<file path="config.mk">
export PLATFORM = sky130hd
export DESIGN_NAME = wbs_mem_ctrl
export DESIGN_NICKNAME = d
export VERILOG_FILES = /design/src/rtl/wbs_mem_ctrl.sv
export SDC_FILE = /design/constraint.sdc
export NUM_CORES = 1
export LEC_CHECK = 0
export BUFFER_PORTS_ARGS = -buffer_cell sky130_fd_sc_hd__buf_2
export CORE_AREA = 2 2 391 393
export CTS_CLUSTER_DIAMETER = 30
export DETAILED_ROUTE_END_ITERATION = 10
export DIE_AREA = 0 0 393 395
export GPL_TIMING_DRIVEN = 0
export PLACE_DENSITY_LB_ADDON = 0.25
export RECOVER_POWER = 25
export SLEW_MARGIN = 0
export SYNTH_ARGS = -nofsm -noshare
export SYNTH_HDL_FRONTEND = slang
export SYNTH_SLANG_ARGS = --single-unit
</file>
<file path="constraint.sdc">
create_clock -name wb_clk_i -period 3.9 [get_ports wb_clk_i]
set_input_delay 0.39 -clock wb_clk_i [delete_from_list [all_inputs] [get_ports wb_clk_i]]
set_output_delay 0.39 -clock wb_clk_i [all_outputs]
set_load 0.05 [all_outputs]
</file>
<file path="src/rtl/wbs_mem_ctrl.sv">
// Wishbone slave bridging the management bus to the accelerator's registers, query/leaf
// SRAMs, best-match array and node tree. Optional feature macro: WBS_REG_READBACK_EN.
module wbs_mem_ctrl #(
  parameter int DATA_WIDTH = 11,
  parameter int LEAF_SIZE  = 8,
  parameter int PATCH_SIZE = 5,
  parameter int ROW_SIZE   = 24,
  parameter int COL_SIZE   = 17,
  parameter int K          = 4,
  parameter int NUM_LEAVES = 64,
  parameter int NUM_QUERYS = ROW_SIZE * COL_SIZE,
  parameter int QADDRW     = $clog2(NUM_QUERYS),
  parameter int LEAF_ADDRW = $clog2(NUM_LEAVES)
) (
  input  logic                             wb_clk_i,
  input  logic                             rst_n,
  input  logic                             wbs_stb_i,
  input  logic                             wbs_cyc_i,
  input  logic                             wbs_we_i,
  input  logic [3:0]                       wbs_sel_i,
  input  logic [31:0]                      wbs_dat_i,
  input  logic [31:0]                      wbs_adr_i,
  output logic                             wbs_ack_o,
  output logic [31:0]                      wbs_dat_o,
  output logic                             wbs_mode,
  output logic                             wbs_debug,
  output logic                             wbs_qp_mem_csb0,
  output logic                             wbs_qp_mem_web0,
  output logic [QADDRW-1:0]                wbs_qp_mem_addr0,
  output logic [PATCH_SIZE*DATA_WIDTH-1:0] wbs_qp_mem_wpatch0,
  input  logic [PATCH_SIZE*DATA_WIDTH-1:0] wbs_qp_mem_rpatch0,
  output logic [LEAF_SIZE-1:0]             wbs_leaf_mem_csb0,
  output logic [LEAF_SIZE-1:0]             wbs_leaf_mem_web0,
  output logic [LEAF_ADDRW-1:0]            wbs_leaf_mem_addr0,
  output logic [63:0]                      wbs_leaf_mem_wleaf0,
  input  logic [LEAF_SIZE*64-1:0]          wbs_leaf_mem_rleaf0,
  output logic                             wbs_node_mem_web,
  output logic [31:0]                      wbs_node_mem_addr,
  output logic [31:0]                      wbs_node_mem_wdata,
  input  logic [31:0]                      wbs_node_mem_rdata,
  output logic                             wbs_best_arr_csb1,
  output logic [7:0]                       wbs_best_arr_addr1,
  input  logic [63:0]                      wbs_best_arr_rdata1
);

  localparam int QW  = PATCH_SIZE * DATA_WIDTH;
  localparam int LBW = $clog2(LEAF_SIZE);
  localparam logic [31:0] K_COMPAT = K;

  typedef enum logic [1:0] {S_IDLE, S_MEM, S_WAIT, S_ACK} state_e;
  typedef enum logic [2:0] {R_REG, R_QRY, R_LEAF, R_BEST, R_NODE, R_NONE} region_e;

  state_e                  state_q;
  region_e                 region_q, region_d;
  logic                    we_q;
  logic                    upper_q;
  logic [LBW-1:0]          bank_q, bank_d;
  logic [31:0]             hold_q;
  logic                    ack_q;
  logic [31:0]             dat_o_q;
  logic                    mode_q, debug_q;
  logic                    qp_csb_q, qp_web_q;
  logic [QADDRW-1:0]       qp_addr_q;
  logic [QW-1:0]           qp_wpatch_q;
  logic [LEAF_SIZE-1:0]    leaf_csb_q, leaf_web_q;
  logic [LEAF_ADDRW-1:0]   leaf_addr_q;
  logic [63:0]             leaf_wleaf_q;
  logic                    node_web_q;
  logic [31:0]             node_addr_q, node_wdata_q;
  logic                    best_csb_q;
  logic [7:0]              best_addr_q;

  logic [13:0]             reg_word;
  logic [31:0]             reg_rdata_d;
  logic [31:0]             rd_data_d;
  logic [63:0]             leaf_word, best_word;
  logic                    unused_ok;

  assign unused_ok = &{1'b0, wbs_sel_i, wbs_adr_i[1:0], K_COMPAT[0]};
  assign reg_word  = wbs_adr_i[15:2];
  assign bank_d    = wbs_adr_i[3 +: LBW];

  // Out-of-range offsets inside a region decode as unmapped so they cannot strobe a memory.
  always_comb begin
    region_d = R_NONE;
    case (wbs_adr_i[31:16])
      16'h3000: if (reg_word <= 14'd2) region_d = R_REG;
      16'h3001: if ((wbs_adr_i[15:0] >> (3 + QADDRW)) == 16'd0 &&
                    {1'b0, wbs_adr_i[3 +: QADDRW]} < (QADDRW + 1)'(NUM_QUERYS)) region_d = R_QRY;
      16'h3002: if ((wbs_adr_i[15:0] >> (3 + LBW + LEAF_ADDRW)) == 16'd0) region_d = R_LEAF;
      16'h3003: if ((wbs_adr_i[15:0] >> 11) == 16'd0) region_d = R_BEST;
      16'h3004: region_d = R_NODE;
      default:  region_d = R_NONE;
    endcase
  end

  always_comb begin
    reg_rdata_d = '0;
`ifdef WBS_REG_READBACK_EN
    if (reg_word == 14'd0) reg_rdata_d = {31'b0, mode_q};
    if (reg_word == 14'd1) reg_rdata_d = {31'b0, debug_q};
`endif
  end

  // NOTE: every variable written in always_comb gets a default first, or a latch is inferred.
  always_comb begin
    leaf_word = wbs_leaf_mem_rleaf0[{bank_q, 6'd0} +: 64];
    best_word = wbs_best_arr_rdata1;
    rd_data_d = '0;
    case (region_q)
      R_QRY:   rd_data_d = upper_q ? 32'(wbs_qp_mem_rpatch0[QW-1:32]) : wbs_qp_mem_rpatch0[31:0];
      R_LEAF:  rd_data_d = upper_q ? leaf_word[63:32] : leaf_word[31:0];
      R_BEST:  rd_data_d = upper_q ? best_word[63:32] : best_word[31:0];
      R_NODE:  rd_data_d = wbs_node_mem_rdata;
      default: rd_data_d = '0;
    endcase
  end

  // NOTE: sequential state uses non-blocking assignments so every register sees pre-edge values.
  always_ff @(posedge wb_clk_i) begin
    if (!rst_n) begin
      state_q      <= S_IDLE;
      region_q     <= R_NONE;
      we_q         <= 1'b0;
      upper_q      <= 1'b0;
      bank_q       <= '0;
      hold_q       <= '0;
      ack_q        <= 1'b0;
      dat_o_q      <= '0;
      mode_q       <= 1'b0;
      debug_q      <= 1'b0;
      qp_csb_q     <= 1'b1;
      qp_web_q     <= 1'b1;
      qp_addr_q    <= '0;
      qp_wpatch_q  <= '0;
      leaf_csb_q   <= '1;
      leaf_web_q   <= '1;
      leaf_addr_q  <= '0;
      leaf_wleaf_q <= '0;
      node_web_q   <= 1'b0;
      node_addr_q  <= '0;
      node_wdata_q <= '0;
      best_csb_q   <= 1'b1;
      best_addr_q  <= '0;
    end else begin
      // Strobes and ack default inactive so each asserts for exactly one cycle.
      ack_q      <= 1'b0;
      qp_csb_q   <= 1'b1;
      qp_web_q   <= 1'b1;
      leaf_csb_q <= '1;
      leaf_web_q <= '1;
      node_web_q <= 1'b0;
      best_csb_q <= 1'b1;
      unique case (state_q)
        S_IDLE: if (wbs_cyc_i && wbs_stb_i) begin
          region_q <= region_d;
          we_q     <= wbs_we_i;
          upper_q  <= wbs_adr_i[2];
          bank_q   <= bank_d;
          case (region_d)
            R_REG: begin
              if (wbs_we_i) begin
                if (reg_word == 14'd0) mode_q  <= wbs_dat_i[0];
                if (reg_word == 14'd1) debug_q <= wbs_dat_i[0];
              end else begin
                dat_o_q <= reg_rdata_d;
              end
              ack_q   <= 1'b1;
              state_q <= S_ACK;
            end
            R_QRY: begin
              qp_addr_q <= wbs_adr_i[3 +: QADDRW];
              if (wbs_we_i && !wbs_adr_i[2]) begin
                hold_q  <= wbs_dat_i;
                ack_q   <= 1'b1;
                state_q <= S_ACK;
              end else begin
                qp_csb_q <= 1'b0;
                if (wbs_we_i) begin
                  qp_web_q    <= 1'b0;
                  qp_wpatch_q <= {wbs_dat_i[QW-33:0], hold_q};
                end
                state_q <= S_MEM;
              end
            end
            R_LEAF: begin
              leaf_addr_q <= wbs_adr_i[3 + LBW +: LEAF_ADDRW];
              if (wbs_we_i && !wbs_adr_i[2]) begin
                hold_q  <= wbs_dat_i;
                ack_q   <= 1'b1;
                state_q <= S_ACK;
              end else begin
                leaf_csb_q[bank_d] <= 1'b0;
                if (wbs_we_i) begin
                  leaf_web_q[bank_d] <= 1'b0;
                  leaf_wleaf_q       <= {wbs_dat_i, hold_q};
                end
                state_q <= S_MEM;
              end
            end
            R_BEST: begin
              if (wbs_we_i) begin
                ack_q   <= 1'b1;
                state_q <= S_ACK;
              end else begin
                best_addr_q <= wbs_adr_i[10:3];
                best_csb_q  <= 1'b0;
                state_q     <= S_MEM;
              end
            end
            R_NODE: begin
              node_addr_q <= {16'b0, wbs_adr_i[15:0]};
              if (wbs_we_i) begin
                node_web_q   <= 1'b1;
                node_wdata_q <= wbs_dat_i;
              end
              state_q <= S_MEM;
            end
            default: begin
              if (!wbs_we_i) dat_o_q <= '0;
              ack_q   <= 1'b1;
              state_q <= S_ACK;
            end
          endcase
        end
        S_MEM: begin
          if (we_q) begin
            ack_q   <= 1'b1;
            state_q <= S_ACK;
          end else begin
            state_q <= S_WAIT;
          end
        end
        // Capturing one cycle after the strobe tolerates an SRAM that answers a cycle late.
        S_WAIT: begin
          dat_o_q <= rd_data_d;
          ack_q   <= 1'b1;
          state_q <= S_ACK;
        end
        S_ACK: state_q <= S_IDLE;
      endcase
    end
  end

  assign wbs_ack_o           = ack_q;
  assign wbs_dat_o           = dat_o_q;
  assign wbs_mode            = mode_q;
  assign wbs_debug           = debug_q;
  assign wbs_qp_mem_csb0     = qp_csb_q;
  assign wbs_qp_mem_web0     = qp_web_q;
  assign wbs_qp_mem_addr0    = qp_addr_q;
  assign wbs_qp_mem_wpatch0  = qp_wpatch_q;
  assign wbs_leaf_mem_csb0   = leaf_csb_q;
  assign wbs_leaf_mem_web0   = leaf_web_q;
  assign wbs_leaf_mem_addr0  = leaf_addr_q;
  assign wbs_leaf_mem_wleaf0 = leaf_wleaf_q;
  assign wbs_node_mem_web    = node_web_q;
  assign wbs_node_mem_addr   = node_addr_q;
  assign wbs_node_mem_wdata  = node_wdata_q;
  assign wbs_best_arr_csb1   = best_csb_q;
  assign wbs_best_arr_addr1  = best_addr_q;

endmodule

</file>
==> summary.txt, run 1 <==
Detailed routing
  – Drt initial violations: 1,439
  – ANT nets after route: 0
  – Remaining DRCs: 0
  – Wire per inst: 27.4 µm
  – Vias: 18,500
  – Drt first pass iters: 7
  – Routed WL: 134,000 µm
  – Vias per cell: 3.79

Power and ir drop
  – Clk pwr share: 63.3%
  – Internal Power: 10,300 µW
  – Pwr Total: 13,900 µW
  – Seq pwr share: 21.5%
  – Combinational share of power: 15.2%
  – Switch share: 26.3%
  – Worst VDD drop: 0.298 mV
  – Sw Pwr: 3650 µW
  – Power per cell area: 501 nW/µm²
  – Leak: 0.0109 µW

Timing
  – Fmax: 264 MHz
  – Worst slew pin tran: 1.49 ns
  – Crit share post-route: 97.1%
  – Slew Viols, Final: 1
  – Unrepaired setup endpoints after global routing: no
  – Final hold vios: 0
  – Tmin final: 3.79 ns
  – Rel. slew slack: -0.444%
  – Setup violations, final: 0
  – Clock skew: 0.0438 ns

Global routing
  – GR Overflow Total: 0
  – Vias in the first global route: 18,800
  – Largest net degree at the start of global routing: 16
  – Tot GR Track Use: 16.7%
  – First-pass GRT wire length: 172,000 µm
  – Antenna violations before repair: 113

Worst setup path
  – Critical Path End Type: flip-flop
  – CP bufs+invs: 2
  – CP dominant cell by count: mux2i_1
  – Slowest stage delay, CP: 1.12 ns
  – Worst setup path end: wbs_dat_o[19]
  – Reg-to-reg slack, setup: 0.11 ns
  – CP Cell Sequence: clkbuf_1 > buf_1 > mux4_2 > mux2i_1 > o22ai_1 > nor2_1 > mux2i_1
  – WP depth: 7
  – Setup CP Type: reg -> reg
  – RR Endpoint: wbs_dat_o[19]
  – Worst setup path start: bank_q[0]
  – Worst-case reg-to-reg path depth: 7
  – Arrival time at the worst endpoint: 4.36 ns
  – Critical Path RT: 4.48 ns
  – Reg2reg start: bank_q[0]
  – Family with the most delay on the worst path: buffers and inverters
  – Crit-path max FO: 10
  – Worst setup SP type: flip-flop
  – Slowest stage cell on the critical path: buf_1

Clock network
  – H-tree depth: 3
  – Clock Latency Late Sink: 0.67 ns
  – Total CTS buffers: 105
  – CTS sink cnt: 287
  – Clock Path Buffers: 3
  – Root Buffer: clkbuf_16
  – Clock-pin slew on the worst setup and hold paths: 0.04 ns
  – Post-CTS Setup Inserts: 0
  – CTS tree: yes

Placement
  – Post-DP HPWL: 115,000 µm
  – Final RePlAce weighted congestion: 0.932
  – Port buffer count: 972
  – Placed Area: 23,600 µm²

Cells and area
  – Final Cell Area: 27,700 µm²
  – Layout area overhead: 72.5%
  – # nets final: 3,464
  – Share of post-route cells with drive strength above 1: 45.0%
  – Filler cells: 17,200

Yosys
  – Ys async rst share: 0%
  – FF+latch count, synth: 287
  – Synth Warn #: 0
  – Post-synth EDFFs: 0
  – Area of the mapped netlist: 16,100 µm²
  – Avg Inst Size Synth: 10.2 µm²
  – Post-Synthesis Cells: 1,582
  – Main flop type after synthesis: dfxtp_1
  – Register area share after synthesis: 35.7%
  – Synth cell types: 60

Hold path
  – Hold depth: 3
  – HP Class: in -> reg

Floorplan
  – Die Wd: 393 µm
  – Core Region: 151,000 µm²
  – Num ports: 997
  – Initial Util: 10.6%
  – Die height: 395 µm
  – Die ar.: 155,000 µm²
  – Rows: 143

Job
  – Max-cap violations: 1

Outcome
  – Status: finished with violations
  – Failing checks: capacitance limit, slew limit
## layout make-up
| class | count | area [µm²] | area share, % |
|---|---|---|---|
| diodes | 43 | 108 | 0.388 |
| plain buffers | 159 | 736 | 2.65 |
| clock buffers | 143 | 2930 | 10.6 |
| clock inverters | 49 | 786 | 2.83 |
| inverters | 5 | 18.8 | 0.0677 |
| multi-input cells | 1146 | 9680 | 34.9 |
| flip-flops and latches | 287 | 5750 | 20.7 |
| well taps | 2030 | 2540 | 9.16 |
| repair buffers | 1019 | 5180 | 18.7 |
## tightest hold or removal path, stage by stage
cell and delay [ns]:
buf_2 0.16, nand2_1 0.07, a21boi_0 0.07
## cell families after synthesis
logic type                 share of synthesized area [%]
and+or+nand+nor                                     15.3
muxes                                               34.7
DFF                                                 35.7
AOI/OAI and AO/OA                                   9.19
buffers and inverters                               4.57
adders and majority gates                          0.452
other                                             0.0233
xor gates and xnor gates                          0.0545
## cell usage in the layout (no fill, tap or decap), types with 21 or more instances in the layout
cell           count
nor2_1            76
nand2_1          233
nor2b_1           82
diode_2           43
a222oi_1          32
buf_4             22
a21boi_0          56
clkbuf_1         248
mux4_2           128
nand3_1           74
clkbuf_16        107
dfxtp_1          287
buf_1             21
mux2_2            55
buf_2            853
mux2i_1          207
o22ai_1           34
dlygate4sd3_1     40
o21ai_0           48
## how the worst min path moves through the flow
stage | slack (ns) | start | end
floorplan | 0.44 | we_q | we_q
global placement | 0.44 | wbs_dat_o[20] | wbs_dat_o[20]
detailed placement | 0.45 | wbs_leaf_mem_wleaf0[49] | wbs_leaf_mem_wleaf0[49]
CTS | 0.0006 | wbs_dat_i[2] | wbs_node_mem_wdata[2]
global route | 0.03 | wbs_dat_i[2] | wbs_node_mem_wdata[2]
finish | 0.08 | wbs_dat_i[20] | wbs_node_mem_wdata[20]
## routing by layer
metal | global-route usage (%) | up-vias | share of wire [%]
li1 | - | 8210 | -
met3 | 4.76 | 274 | 8.0
met2 | 28.9 | 985 | 49
met5 | 0 | - | 0.12
met4 | 7.75 | 28 | 4.9
met1 | 18.6 | 8993 | 38
## metrics by stage
stage | TNS, ns | std cells | hold WS, ns | utilization, % | worst slack [ns]
final | 0 | 4881 | 0.0756 | 18.3 | 0.115
after floorplan | 0 | 1597 | 0.444 | - | 1.10
after detailed placement | -16.30 | 4605 | 0.451 | 15.6 | -0.505
after global placement | -158.60 | 4599 | 0.444 | 15.6 | -2.04
after global routing | 0 | 4866 | 0.0322 | 18.3 | 0.0982
after CTS | 0 | 4837 | 0.000575 | 18.4 | 0.0505
## Yosys cell counts (4+ instances only)
cell      instances  area (µm²)
nor3_1            7        35.0
o22ai_1          34         213
o21ai_0          48         240
buf_1            25        93.8
buf_6             4        45.0
mux4_2          128        2880
nor2b_1          82         513
a222oi_1         32         320
mux2i_1         207        2070
nor3b_1           4        30.0
mux2_2           55         619
ha_1              5        62.6
inv_1             5        18.8
buf_2            11        55.1
nor2_1           76         285
dfxtp_1         287        5750
nand3_1          74         370
nand2_1         233         875
a21oi_1           4        20.0
nor4b_1           4        35.0
clkbuf_1         99         372
nand4_1           5        31.3
a21boi_0         56         420
o21ai_2           4        35.0
nand2b_1          6        37.5
o21ai_1          16        80.1
buf_4            20         150
## power by group through the flow
| stage | registers, µW | clock network, µW | logic, µW |
|---|---|---|---|
| 2_1_floorplan | 3040 | 0 | 1040 |
| 3_3_place_gp | 3040 | 0 | 2120 |
| 3_5_place_dp | 3040 | 0 | 2120 |
| 4_1_cts | 2990 | 8980 | 2160 |
| 5_1_grt | 2990 | 9170 | 2250 |
| 6_report | 2990 | 8790 | 2120 |
## registers in the layout, summed over array words and instances (netlist names), 6 cells and up
name                 cells
wbs_dat_o               32
wbs_leaf_mem_web0        8
wbs_qp_mem_addr0         9
hold_q                  32
wbs_leaf_mem_csb0        8
wbs_leaf_mem_wleaf0     64
wbs_node_mem_addr       16
wbs_qp_mem_wpatch0      55
wbs_best_arr_addr1       8
wbs_leaf_mem_addr0       6
wbs_node_mem_wdata      32
## repair_timing
item	in CTS	in global routing
gates resized for setup	5	0
setup endpoints to repair	19	0
hold endpoints to repair	94	0
hold buffers	40	0
Note: power is estimated with default switching activity, not from simulation.
==> run 2: changes to the inputs <==
--- a/config.mk
+++ b/config.mk
@@ -5,15 +5,17 @@
 export SDC_FILE = /design/constraint.sdc
 export NUM_CORES = 1
 export LEC_CHECK = 0
+export ABC_AREA = 1
 export BUFFER_PORTS_ARGS = -buffer_cell sky130_fd_sc_hd__buf_2
 export CORE_AREA = 2 2 391 393
 export CTS_CLUSTER_DIAMETER = 30
 export DETAILED_ROUTE_END_ITERATION = 10
 export DIE_AREA = 0 0 393 395
 export GPL_TIMING_DRIVEN = 0
+export MAX_ROUTING_LAYER = met4
 export PLACE_DENSITY_LB_ADDON = 0.25
 export RECOVER_POWER = 25
-export SLEW_MARGIN = 0
+export SLEW_MARGIN = 20
 export SYNTH_ARGS = -nofsm -noshare
 export SYNTH_HDL_FRONTEND = slang
 export SYNTH_SLANG_ARGS = --single-unit
==> summary.txt, run 2 <==
Outcome
  – Status: finished, final reports clean

Detailed routing
  – Drt initial violations: 1,964
  – Met1 wire length: 61,600 µm
  – Met3 WL: 14,800 µm
  – Drt first pass iters: 6
  – Vias: 23,700
  – Remaining DRCs: 0
  – DR top layer: met4
  – Routed WL: 166,000 µm
  – Wire per inst: 29.0 µm
  – ANT nets after route: 0
  – Routed wl met2: 82,200 µm
  – Vias per cell: 4.14

Cells and area
  – Fin cells: 5,738
  – # nets final: 4,333
  – Core Util, Final: 17.8%
  – Most frequent cells in the layout: buf_2 (869), nand2_1 (403), o21ai_0 (400)
  – Filler cells: 17,700
  – Commonest non-fill, non-tap cell in the layout: buf_2
  – Share of post-route cells with drive strength above 1: 30.0%
  – Layout area overhead: 67.2%
  – Max FFs per register: 64

Worst setup path
  – Arrival time at the worst endpoint: 4.33 ns
  – Slowest stage delay, CP: 0.78 ns
  – CP Cell Sequence: clkbuf_1 > clkbuf_1 > o21ai_0 > o221ai_1 > nand3_1 > nand2_1 > nand2_1 > nand2_1 > nand2_1 > a21oi_1
  – Slowest stage cell on the critical path: clkbuf_1
  – CP dominant cell by count: nand2_1
  – Setup CP Type: reg -> reg
  – Crit-path max FO: 10
  – Critical Path End Type: flip-flop
  – Worst setup SP type: flip-flop
  – Critical Path RT: 4.46 ns

Hold path
  – HP Class: in -> reg

Power and ir drop
  – Leak: 0.0119 µW
  – Worst VDD drop: 0.281 mV
  – Switch share: 36.0%
  – Power per cell area: 527 nW/µm²
  – Seq pwr share: 22.5%
  – Internal Power: 9060 µW
  – Clk pwr share: 51.4%
  – Pwr Total: 14,200 µW
  – Combinational share of power: 26.1%
  – Sw Pwr: 5090 µW

Timing
  – Worst slew pin tran: 1.21 ns
  – Rel. slew slack: 19.4%
  – Slew Viols, Final: 0
  – WHS: 0.0665 ns
  – Setup violations, final: 0
  – Crit share post-route: 96.6%
  – Unrepaired setup endpoints after global routing: no
  – Fmax: 265 MHz
  – Tmin final: 3.77 ns
  – Setup TNS: 0 ns
  – Final hold vios: 0
  – Clock skew: 0.0352 ns

Floorplan
  – Initial Util: 10.6%
  – Num ports: 997
  – Core Region: 151,000 µm²
  – Rows: 143
  – Die ar.: 155,000 µm²
  – Die Wd: 393 µm
  – Die height: 395 µm

Yosys
  – Post-synth EDFFs: 0
  – Synth cell types: 36
  – Synth top area share: 35.8%
  – Synth Warn #: 0
  – Avg Inst Size Synth: 6.46 µm²
  – Top-count cell post-synth: nand2_1
  – Post-Synthesis Cells: 2,489
  – Ys async rst share: 0%
  – Register area share after synthesis: 35.8%
  – Area of the mapped netlist: 16,100 µm²
  – Area leader, netlist: dfxtp_1
  – FF+latch count, synth: 287
  – Top post-synthesis cells by area: dfxtp_1 (36%), o21ai_0 (12%), nand2_1 (9.4%)
  – List of most frequent post-synthesis cells: nand2_1 (403), o21ai_0 (400), nor2_1 (390), dfxtp_1 (287), a21oi_1 (235)
  – Main flop type after synthesis: dfxtp_1

Global routing
  – Largest net degree at the start of global routing: 15
  – GR Overflow Total: 0
  – Tot GR Track Use: 21.1%
  – First-pass GRT wire length: 213,000 µm
  – Antenna violations before repair: 62
  – Vias in the first global route: 23,800

Clock network
  – Clock Latency Late Sink: 0.67 ns
  – Clock-pin slew on the worst setup and hold paths: 0.04 ns
  – Clock Path Buffers: 3
  – Total CTS buffers: 83
  – CTS sink cnt: 287
  – Root Buffer: clkbuf_16
  – CTS tree: yes
  – H-tree depth: 3

Placement
  – # placed instances: 5,515
  – Post-DP HPWL: 143,000 µm
  – Final RePlAce weighted congestion: 1.00
  – Port buffer count: 976

Job
  – Max-cap violations: 0
run 2: final timing paths:
| path | endpoint | slack (ns) | start | cells after the start |
|---|---|---|---|---|
| max | wbs_dat_o[24] | 0.13 | bank_q[0] | 10 |
| min | hold_q[4] | 0.07 | wbs_dat_i[4] | 3 |
| max reg2reg | wbs_dat_o[24] | 0.13 | bank_q[0] | 10 |
| min reg2reg | wbs_qp_mem_addr0[0] | 0.46 | wbs_qp_mem_addr0[0] | 2 |
run 2: per-stage QoR:
| step | instance area [µm²] | worst slack [ns] |
|---|---|---|
| 6_report | 26900 | 0.131 |
| 5_1_grt | 26800 | 0.0291 |
| 4_1_cts | 26900 | 0.0231 |
| 3_5_place_dp | 23600 | -0.282 |
| 3_3_place_gp | 23500 | -1.29 |
| 2_1_floorplan | 16100 | 1.99 |
run 2: routing by layer:
layer	GRT usage, %	vias to the layer above
met3	6.30	252
li1	-	10800
met4	10.1	0
met5	-	-
met1	22.3	11400
met2	36.0	1262
run 2: power groups by stage:
stage                     clock [µW]  sequential (µW)  combinational (µW)
final                           7280             3190                3690
after detailed placement           0             3230                3700
after global placement             0             3230                3700
after global routing            7580             3200                3910
after CTS                       7420             3180                3730
after floorplan                    0             3590                1290
run 2: final cells by class:
class | instances | area (µm²) | share of cell area (%)
diodes | 49 | 123 | 0.457
plain buffers | 231 | 1100 | 4.08
clock buffers | 113 | 2350 | 8.75
clock inverters | 39 | 684 | 2.55
inverters | 112 | 423 | 1.57
multi-input cells | 1874 | 8900 | 33.1
flip-flops and latches | 287 | 5750 | 21.4
well taps | 2030 | 2540 | 9.46
repair buffers | 1003 | 5000 | 18.6
run 2: kinds of logic after synthesis:
group | Yosys count | share of synthesized area [%]
flip-flops | 287 | 35.8
other | 1 | 0.0233
AND/OR/NAND/NOR | 963 | 24.8
buffers and inverters | 343 | 9.31
AO/OA/AOI/OAI | 890 | 29.7
adder cells (fa/ha/maj) | 5 | 0.389
run 2: critical path: cells and delay by family (launching register included):
kind / cells / cell delay, ns
buf+inv: 2 / 1.47
compound gates: 3 / 1.19
simple gates: 5 / 0.51
flops: 1 / 0.49
run 2: what timing repair did:
| action | CTS | global route |
|---|---|---|
| hold endpoints to repair | 27 | 0 |
| setup buffers | 0 | 0 |
| hold buffers | 22 | 0 |
| setup endpoints to repair | 4 | 0 |
| resized for setup | 4 | 0 |
